$ cat src/rtl/conv_window_3x3.sv
// Streaming 3x3 window generator: two line buffers plus a column shift register turn a raster
// pixel stream into packed 144-bit windows. Optional build macro: CONV_WIN_STRIDE2_EN (adds stride2).
module conv_window_3x3 #(
  parameter int IMG_W = 8,
  parameter int IMG_H = 8
) (
  input  logic         clk,
  input  logic         rst_n,
  input  logic         start,
  input  logic [15:0]  pix_in,
  input  logic         pix_valid,
  output logic         pix_ready,
  output logic [143:0] win_out,
  output logic         win_valid,
  input  logic         win_ready,
  output logic         busy,
  output logic         done
`ifdef CONV_WIN_STRIDE2_EN
  ,
  input  logic         stride2
`endif
);
  localparam int CW = $clog2(IMG_W);
  localparam int RW = $clog2(IMG_H);

  typedef enum logic [1:0] {IDLE, STREAM, DRAIN} state_t;
  state_t state, state_nxt;

  logic [CW-1:0]      col;
  logic [RW-1:0]      row;
  logic [15:0]        lb0 [IMG_W];
  logic [15:0]        lb1 [IMG_W];
  logic [1:0][47:0]   sr;        // two older columns {top,mid,bot}; sr[1] is the newer
  logic [47:0]        ncol;
  logic [143:0]       win_nxt;
  logic               accept, last_pix, emit, stride_ok, drain_exit;

  assign pix_ready = (state == STREAM) && (!win_valid || win_ready);
  assign accept    = pix_valid && pix_ready;
  assign last_pix  = (row == RW'(IMG_H-1)) && (col == CW'(IMG_W-1));
  assign busy      = (state != IDLE);
  assign ncol      = {lb1[col], lb0[col], pix_in};
  assign win_nxt   = {sr[0][47:32], sr[1][47:32], ncol[47:32],
                      sr[0][31:16], sr[1][31:16], ncol[31:16],
                      sr[0][15:0],  sr[1][15:0],  ncol[15:0]};

`ifdef CONV_WIN_STRIDE2_EN
  logic stride_q;
  // Stride-2 keeps windows whose top-left is on an even row and column.
  assign stride_ok = !stride_q || (!row[0] && !col[0]);
  always_ff @(posedge clk or negedge rst_n)
    if (!rst_n) stride_q <= 1'b0;
    else if (state == IDLE && start) stride_q <= stride2;
`else
  assign stride_ok = 1'b1;
`endif

  // Column wrap guarantees c >= 2 windows never straddle a row boundary.
  assign emit = accept && (row >= RW'(2)) && (col >= CW'(2)) && stride_ok;

  always_comb begin
    state_nxt  = state;
    drain_exit = 1'b0;
    case (state)
      IDLE:    if (start) state_nxt = STREAM;
      STREAM:  if (accept && last_pix) state_nxt = DRAIN;
      DRAIN: begin
        drain_exit = !win_valid || win_ready;
        if (drain_exit) state_nxt = IDLE;
      end
      default: state_nxt = IDLE;
    endcase
  end

  always_ff @(posedge clk or negedge rst_n) begin
    if (!rst_n) begin
      state     <= IDLE;
      row       <= '0;
      col       <= '0;
      win_valid <= 1'b0;
      win_out   <= '0;
      done      <= 1'b0;
    end else begin
      state <= state_nxt;
      done  <= drain_exit;
      if (state == IDLE && start) begin
        row <= '0;
        col <= '0;
      end else if (accept) begin
        if (col == CW'(IMG_W-1)) begin
          col <= '0;
          row <= row + RW'(1);
        end else begin
          col <= col + CW'(1);
        end
      end
      if (emit) begin
        win_out   <= win_nxt;
        win_valid <= 1'b1;
      end else if (win_ready) begin
        win_valid <= 1'b0;
      end
    end
  end

  // Storage needs no reset: contents are always rewritten before they are emitted.
  always_ff @(posedge clk) begin
    if (accept) begin
      lb1[col] <= lb0[col];
      lb0[col] <= pix_in;
      sr       <= {ncol, sr[1]};
    end
  end
endmodule

$ cat config.mk
export PLATFORM = sky130hd
export DESIGN_NAME = conv_window_3x3
export DESIGN_NICKNAME = d
export VERILOG_FILES = /design/src/rtl/conv_window_3x3.sv
export SDC_FILE = /design/constraint.sdc
export NUM_CORES = 1
export LEC_CHECK = 0
export ABC_AREA = 0
export CORE_MARGIN = 2
export CORE_UTILIZATION = 50
export DETAILED_ROUTE_END_ITERATION = 10
export GPL_ROUTABILITY_DRIVEN = 0
export PLACE_DENSITY = 0.74
export REMOVE_ABC_BUFFERS = 1
export SYNTH_ARGS = -nofsm -noshare
export SYNTH_HDL_FRONTEND = slang
export SYNTH_SLANG_ARGS = --single-unit
export TNS_END_PERCENT = 50
$ cat constraint.sdc
create_clock -name clk -period 4.7 [get_ports clk]
set_input_delay 1.41 -clock clk [delete_from_list [all_inputs] [get_ports clk]]
set_output_delay 1.41 -clock clk [all_outputs]
set_load 0.05 [all_outputs]
Word-level counts from Yosys, hierarchy flattened
Memory sizes are Yosys's and may differ from the RTL's.
Cells that the tools add are included.
{"block": "op_classes", "n_addsub": 2, "n_lt_le_gt_ge": 2, "n_eq_ne": 7, "mux": 15, "reduce_logical": 16}
{"operator": "$mux W3", "count": 6}
{"operator": "$reduce_bool A2 Y1", "count": 4}
{"operator": "$logic_and A1 B1 Y1", "count": 7}
{"operator": "$add A3 B1 Y3 const B", "count": 2}
{"operator": "$eq A3 B3 Y1 const B", "count": 2}
{"operator": "$ge A3 B2 Y1 const B", "count": 2}
{"operator": "$mux W2", "count": 3}
{"operator": "$pmux W2 S3", "count": 1}
{"operator": "$mux W1", "count": 5}
{"operator": "$ne A2 B2 Y1 const B", "count": 2}
{"operator": "$reduce_and A3 Y1", "count": 1}
{"operator": "$eq A2 B1 Y1 const B", "count": 1}
{"operator": "$eq A2 B2 Y1 const B", "count": 1}
{"operator": "$logic_not A2 Y1", "count": 1}
{"operator": "$ne A2 B1 Y1 const B", "count": 1}
{"operator": "$reduce_and A2 Y1", "count": 1}
{"operator": "$logic_not A1 Y1", "count": 1}
{"operator": "$logic_or A1 B1 Y1", "count": 1}
{"block": "word_totals", "ff_bits": 250, "ramBits": 256, "inputBits": 21, "output_inout_bits": 148, "wordCells": 52, "n_memories": 2}
{"name": "lb0", "depth": 8, "width": 16, "read_ports": 1, "rd_ports_with_merged_regs": 0, "write_ports": 1, "line": "31", "source": "logic [15:0] lb0 [IMG_W];"}
{"name": "lb1", "depth": 8, "width": 16, "read_ports": 1, "rd_ports_with_merged_regs": 0, "write_ports": 1, "line": "32", "source": "logic [15:0] lb1 [IMG_W];"}

Depth between registers and ports, before layout
Gate-level depths: netlist of the first run.
{"block": "depth", "word_depth": 7, "mapped_depth": 10, "depth_no_buf": 5}

Worst setup path after synthesis of the first run
Ideal clock, no wire load.
{"block": "synth_timing", "path_type": "input to register", "startpoint": "in win_ready", "endpoint": "mem lb0[1][0] (enable)", "setup_time_ns": 0.461, "t_arrival_ns": 5.328, "t_required_ns": 4.239, "path_slack_ns": -1.089, "path_stages": 5, "path_buffers": 0, "cell_sequence": "nand2b_2 -> nand4_1 -> inv_2 -> nand2_1 -> nor3_1"}
{"block": "synth_via", "elab_chain_cells": 5}
{"item": "start: declaration", "line": "15", "source": "input logic win_ready,"}
{"item": "$logic_or A1 B1 Y1", "line": "38", "source": "assign pix_ready = (state == STREAM) && (!win_valid || win_ready);"}
{"item": "$logic_and A1 B1 Y1", "line": "38"}
{"item": "$logic_and A1 B1 Y1", "line": "39", "source": "assign accept = pix_valid && pix_ready;"}
{"item": "named net accept", "line": "36", "source": "logic accept, last_pix, emit, stride_ok, drain_exit;"}
{"item": "$mux W1", "line": "108", "source": "if (accept) begin"}
{"item": "$mux W1 (not written as such)", "line": "110", "source": "lb0[col] <= pix_in;"}
{"item": "end: declaration", "line": "31"}
The timed path passes the listed nets, and every way through them passes these cells.

Worst setup path in the final report of the first run
{"block": "layout_timing", "startpoint": "in win_ready", "endpoint": "out pix_ready"}
{"block": "layout_via", "elab_chain_cells": 2}
{"item": "$logic_or A1 B1 Y1", "line": "38"}
{"item": "$logic_and A1 B1 Y1", "line": "38"}
{"item": "end: declaration", "line": "12", "source": "output logic pix_ready,"}
Every way passes these cells.

==> run metrics, run 1 <==
post-route clock period utilization=81.06%; TritonCTS Buffers=50; Starting Density=50.96%; Layout area overhead=21.13%; final slew viol count=0; most used flip-flop cell after synthesis=edfxtp_1; Mean Syn Cell Area=20.62 sq um; die width=197.4 um; RSZ-0062 raised after global routing=no; setup bufs post-CTS=0; VDD IR-drop max=0.4364 mV; PD cells=792.2 nW/um^2; dpl cell area=20990 sq um; Clock Skew=0.01982 ns; WHS=0.4441 ns; count of cell types in the netlist=35; CTS H-tree depth=2; Die Area=38960 sq um; WL final=33.55 mm; top cells by count, synth=352 x edfxtp_1, 154 x dfrtp_1, 105 x nand2_1; clock sinks=506; async set or reset register ratio after synthesis=30.43%; cell taking the most area after synthesis=edfxtp_1; Synth Instances=907; critical path arrival=2.40 ns; DRT Pass-1 Iters=5; reg-to-reg endpoint=win_out[55]; Hold Path Origin=sr[83]; Row Count=70; Synth Register Bits=506; setup TNS=0 ns; GR Overflow Total=0; largest net degree at the start of global routing=95; Placed Cells=1527; critical path required time=3.29 ns; initial antenna violation count=0; IO Pins=169; PostCTS Resize Cnt=0; die height=197.4 um; final period demand of the worst path=3.810 ns; First DRT Iteration DRCs=580; hpwl dp=19.28 mm; CTS tree=built; vias in the first global route=9224; Via-to-Cell Ratio=5.404; post-route antenna net violation count=0; Non-Filler Instances=1620; share of the synthesized area in the top cell type=56.52%; count leader, synth=edfxtp_1; WHS Path Cells=0; critical path class=input pin to primary output; buffer levels on the longest clock path=3; status=finished, final reports clean; global-route wire length before repair=53.00 mm; sequential cell area fraction in the yosys report=77.13%; latest clock arrival within the worst-skew pair=0.56 ns; worst hold path class=register to register; r2r startpoint=col[1]; Routed wire per std cell=20.71 um; layout cells sized above 1=28.21%; # DRC=0; GRT Total Usage=17.72%; Final setup viols=0; Synthesis Warnings=0; Max Clk Rate=0.2625 GHz; final hold viol count=0; port bufs=168; top cells by area, synth=edfxtp_1 57%, dfrtp_1 21%, mux4_2 7.5%; core area=36700 sq um; R2R Setup Slk=1.68 ns; reg2reg path depth=5; crit path max fanout=5; fill count=2576; Endpoint, Worst Hold=sr[35]; Post-CTS Hold Buffers=0; clk slew on worst S/H paths=0.06 ns; Ant. Diodes=0; Slew headroom=31.16%; Leak Pwr=8.480 nW; Mapped Area=18700 sq um; Worst setup EP type=primary output; total of max-cap violations=0; root buf cell=clkbuf_16; nets=1138; Vias=8755; Least-Margin Pin Slew=1.033 ns; Critical Path Start Type=input pin; final instance area=22650 sq um; Post-synth EDFFs=352
-- layout make-up --
type                       count  area, sq um  share of cell area (%)
sequential                   506        14430                   63.72
tap                          468        585.6                   2.585
clock buffer                  68         1390                   6.137
multi-input combinational    354         3984                   17.59
clock inverter                25        276.5                   1.221
timing repair buffer         193         1958                   8.645
inverter                       6        25.02                  0.1105
-- cell usage in the layout, fill, tap and decap left out, types with 7 or more instances in the layout --
cell type        instances
edfxtp_1               352
clkdlybuf4s50_1        166
dfrtp_1                151
nand2_1                105
mux2_2                  95
mux4_2                  62
clkbuf_16               51
mux2_4                  49
buf_4                   19
clkbuf_1                12
clkinv_2                 9
clkinv_1                 7
buf_12                   7
-- per-stage QoR --
stage / utilization [%] / power (W) / setup slack, ns
5_1_grt: 61.73 / 0.01877 / 0.8573
4_1_cts: 61.73 / 0.01816 / 0.8739
2_1_floorplan: - / 0.01230 / -10.26
3_5_place_dp: 57.18 / 0.01411 / 0.8787
6_report: 61.73 / 0.01795 / 0.8903
3_3_place_gp: 57.18 / 0.01394 / 0.8973
-- power by group --
group / switching, W / total [W] / internal, W / leakage (nW)
Sequential: 0.000726 / 0.00721 / 0.00648 / 5.13
Clock: 0.00160 / 0.00400 / 0.00240 / 0.818
Combinational: 0.00407 / 0.00674 / 0.00267 / 2.53
-- registers in the layout, indices dropped and copies added (netlist names) --
name	flops
col	3
done	1
win_out	144
state	2
lb0	128
lb1	128
row	3
sr	96
win_valid	1
-- critical path, stage by stage --
cell and delay, ns:
clkdlybuf4s50_1 0.39, nand2b_2 0.21, and3_1 0.20, buf_4 0.19
-- metal layers --
layer	global-route usage, %	share of wire [%]	vias up
li1	-	-	3892
met1	24.61	43	4589
met2	29.19	50	234
met3	3.244	5.2	40
met4	4.762	1.6	0
met5	0	0	-
-- how the worst max path moves through the flow --
stage | cells after the start | slack [ns] | from | end
after global routing | 4 | 0.86 | win_ready | pix_ready
after detailed placement | 4 | 0.88 | win_ready | pix_ready
after floorplan | 4 | -10.26 | row[0] | win_out[100]
after global placement | 4 | 0.90 | win_ready | pix_ready
final | 4 | 0.89 | win_ready | pix_ready
after CTS | 4 | 0.87 | win_ready | pix_ready
-- cells by family after synthesis --
logic type                 share of synthesized area [%]
muxes                                              17.34
and+or+nand+nor                                    2.844
AOI/OAI and AO/OA                                 0.3680
DFF                                                77.13
buffers and inverters                              1.920
adders and majority gates                         0.4014
Note: power is estimated with default switching activity, not from simulation.
==> inputs of run 2 (changes only) <==
==> constraint.sdc (replaced) <==
create_clock -name clk -period 3.2 [get_ports clk]
set_input_delay 0.96 -clock clk [delete_from_list [all_inputs] [get_ports clk]]
set_output_delay 0.96 -clock clk [all_outputs]
set_load 0.05 [all_outputs]
==> run 2 against run 1 <==
Die area is the same. Count of clock-buffer cells in the layout decreased by 6. Register-to-register slack worse by 1.0 ns. Combinational power up 51%. Setup slack worse by 0.61 ns. Largest cell class unchanged. Largest power group unchanged. Highest routed layer unchanged.
==> run metrics, run 2 (synthesis gave the netlist of run 1 again) <==
status=finished, final reports clean; setup bufs post-CTS=0; die height=197.4 um; GR Overflow Total=0; layout cells sized above 1=28.79%; critical path required time=2.24 ns; setup TNS=0 ns; post-route antenna net violation count=0; DRT Pass-1 Iters=5; Logic pwr share=38.8%; CTS tree=built; Starting Density=50.96%; WHS=0.2789 ns; clk slew on worst S/H paths=0.06 ns; met3 WL post-DR=1.753 mm; Regs by FF count=win_out: 144 flops, lb0: 128 flops, lb1: 128 flops; die width=197.4 um; largest net degree at the start of global routing=68; critical path arrival=1.96 ns; nets=1153; Die Area=38960 sq um; Row Count=70; Place WS=0.2436 ns; CTS H-tree depth=2; GRT Total Usage=18.23%; buffer levels on the longest clock path=3; Clk network pwr share=21.5%; Clock Skew=0.01357 ns; dpl cell area=21190 sq um; PD cells=1156 nW/um^2; Layout area overhead=21.88%; final hold viol count=0; port bufs=168; wl on met1=14.35 mm; max reg flops=144; WL final=34.03 mm; Sw Ratio=35.78%; post-route clock period utilization=91.31%; Routed wire per std cell=20.81 um; met2 WL=17.35 mm; First DRT Iteration DRCs=416; PostCTS Resize Cnt=0; Max Clk Rate=0.3422 GHz; vias in the first global route=9379; Leak Pwr=8.547 nW; global-route wire length before repair=53.81 mm; Vias=8795; # DRC=0; most common cell after layout, fill and taps aside=edfxtp_1; latest clock arrival within the worst-skew pair=0.57 ns; Critical Path Start Type=input pin; clock sinks=506; Via-to-Cell Ratio=5.379; switching power=0.009429 W; commonest non-fill, non-tap cells in the layout=352 x edfxtp_1, 166 x clkdlybuf4s50_1, 151 x dfrtp_1; Slew headroom=57.66%; VDD IR-drop max=0.6551 mV; Reg with most FFs=win_out; Non-Filler Instances=1635; uppermost layer routed=met4; Post-CTS Hold Buffers=0; TritonCTS Buffers=50; crit path max fanout=5; RSZ-0062 raised after global routing=no; worst hold path class=input pin to asynchronous set/reset pin; final worst slack=0.2780 ns; Placed Cells=1542; hpwl dp=20.76 mm; Sequential Power Share=39.7%; total of max-cap violations=0; final slew viol count=0; Ant. Diodes=0; root buf cell=clkbuf_16; Final setup viols=0; IO Pins=169; Least-Margin Pin Slew=0.6352 ns; Worst setup EP type=primary output; critical path class=input pin to primary output; final instance area=22790 sq um; initial antenna violation count=0; Internal=0.01692 W; core area=36700 sq um; final period demand of the worst path=2.922 ns
-- run 2: changes by cell type in the layout (fill, tap and decap cells not counted), moves of 2 or more --
| cell | change |
|---|---|
| clkinv_1 | +6 |
| buf_12 | +7 |
| clkbuf_8 | -4 |
| clkinvlp_4 | +2 |
| clkbuf_1 | -2 |
| buf_4 | +8 |
-- run 2: metrics by stage --
step                      power (W)  util [%]
final                       0.02635     62.11
after global routing        0.02759     62.11
after CTS                   0.02672     62.11
after detailed placement    0.02096     57.73
after global placement      0.02069     57.73
after floorplan             0.01798         -
-- run 2: path summary, 6_finish.rpt --
path | from | end | slack (ns) | depth (start not counted)
max | win_ready | pix_ready | 0.28 | 4
min in group clk | sr[82] | sr[34] | 0.44 | 0
max in group asynchronous | rst_n | win_out[103] | 2.22 | 2
max reg2reg | col[1] | win_out[50] | 0.67 | 5
min | rst_n | win_out[32] | 0.28 | 1
min reg2reg | sr[82] | sr[34] | 0.44 | 0
-- run 2: final cells by class --
class | count | area [sq um]
Inverter | 6 | 25.02
Fill cell | 2586 | 13910
Sequential cell | 506 | 14430
Multi-Input combinational cell | 354 | 3984
Timing Repair Buffer | 208 | 2158
Tap cell | 468 | 585.6
Clock inverter | 31 | 279.0
Clock buffer | 62 | 1328
-- run 2: power by group through the flow --
stage	clock [W]	sequential, W	combinational, W
3_3_place_gp	0	0.0105	0.0102
6_report	0.00567	0.0105	0.0102
3_5_place_dp	0	0.0106	0.0104
5_1_grt	0.00607	0.0107	0.0108
4_1_cts	0.00584	0.0105	0.0104
2_1_floorplan	0	0.0138	0.00415
-- run 2: metal layers --
layer / track usage [%] / vias to the layer above
met2: 30.87 / 200
met3: 3.637 / 40
met4: 5.347 / 0
met5: 0 / -
li1: - / 3934
met1: 24.17 / 4621
-- run 2: critical path, stage by stage --
cell,delay (ns)
clkdlybuf4s50_1,0.39
nand2b_2,0.21
and3_1,0.24
buf_12,0.16
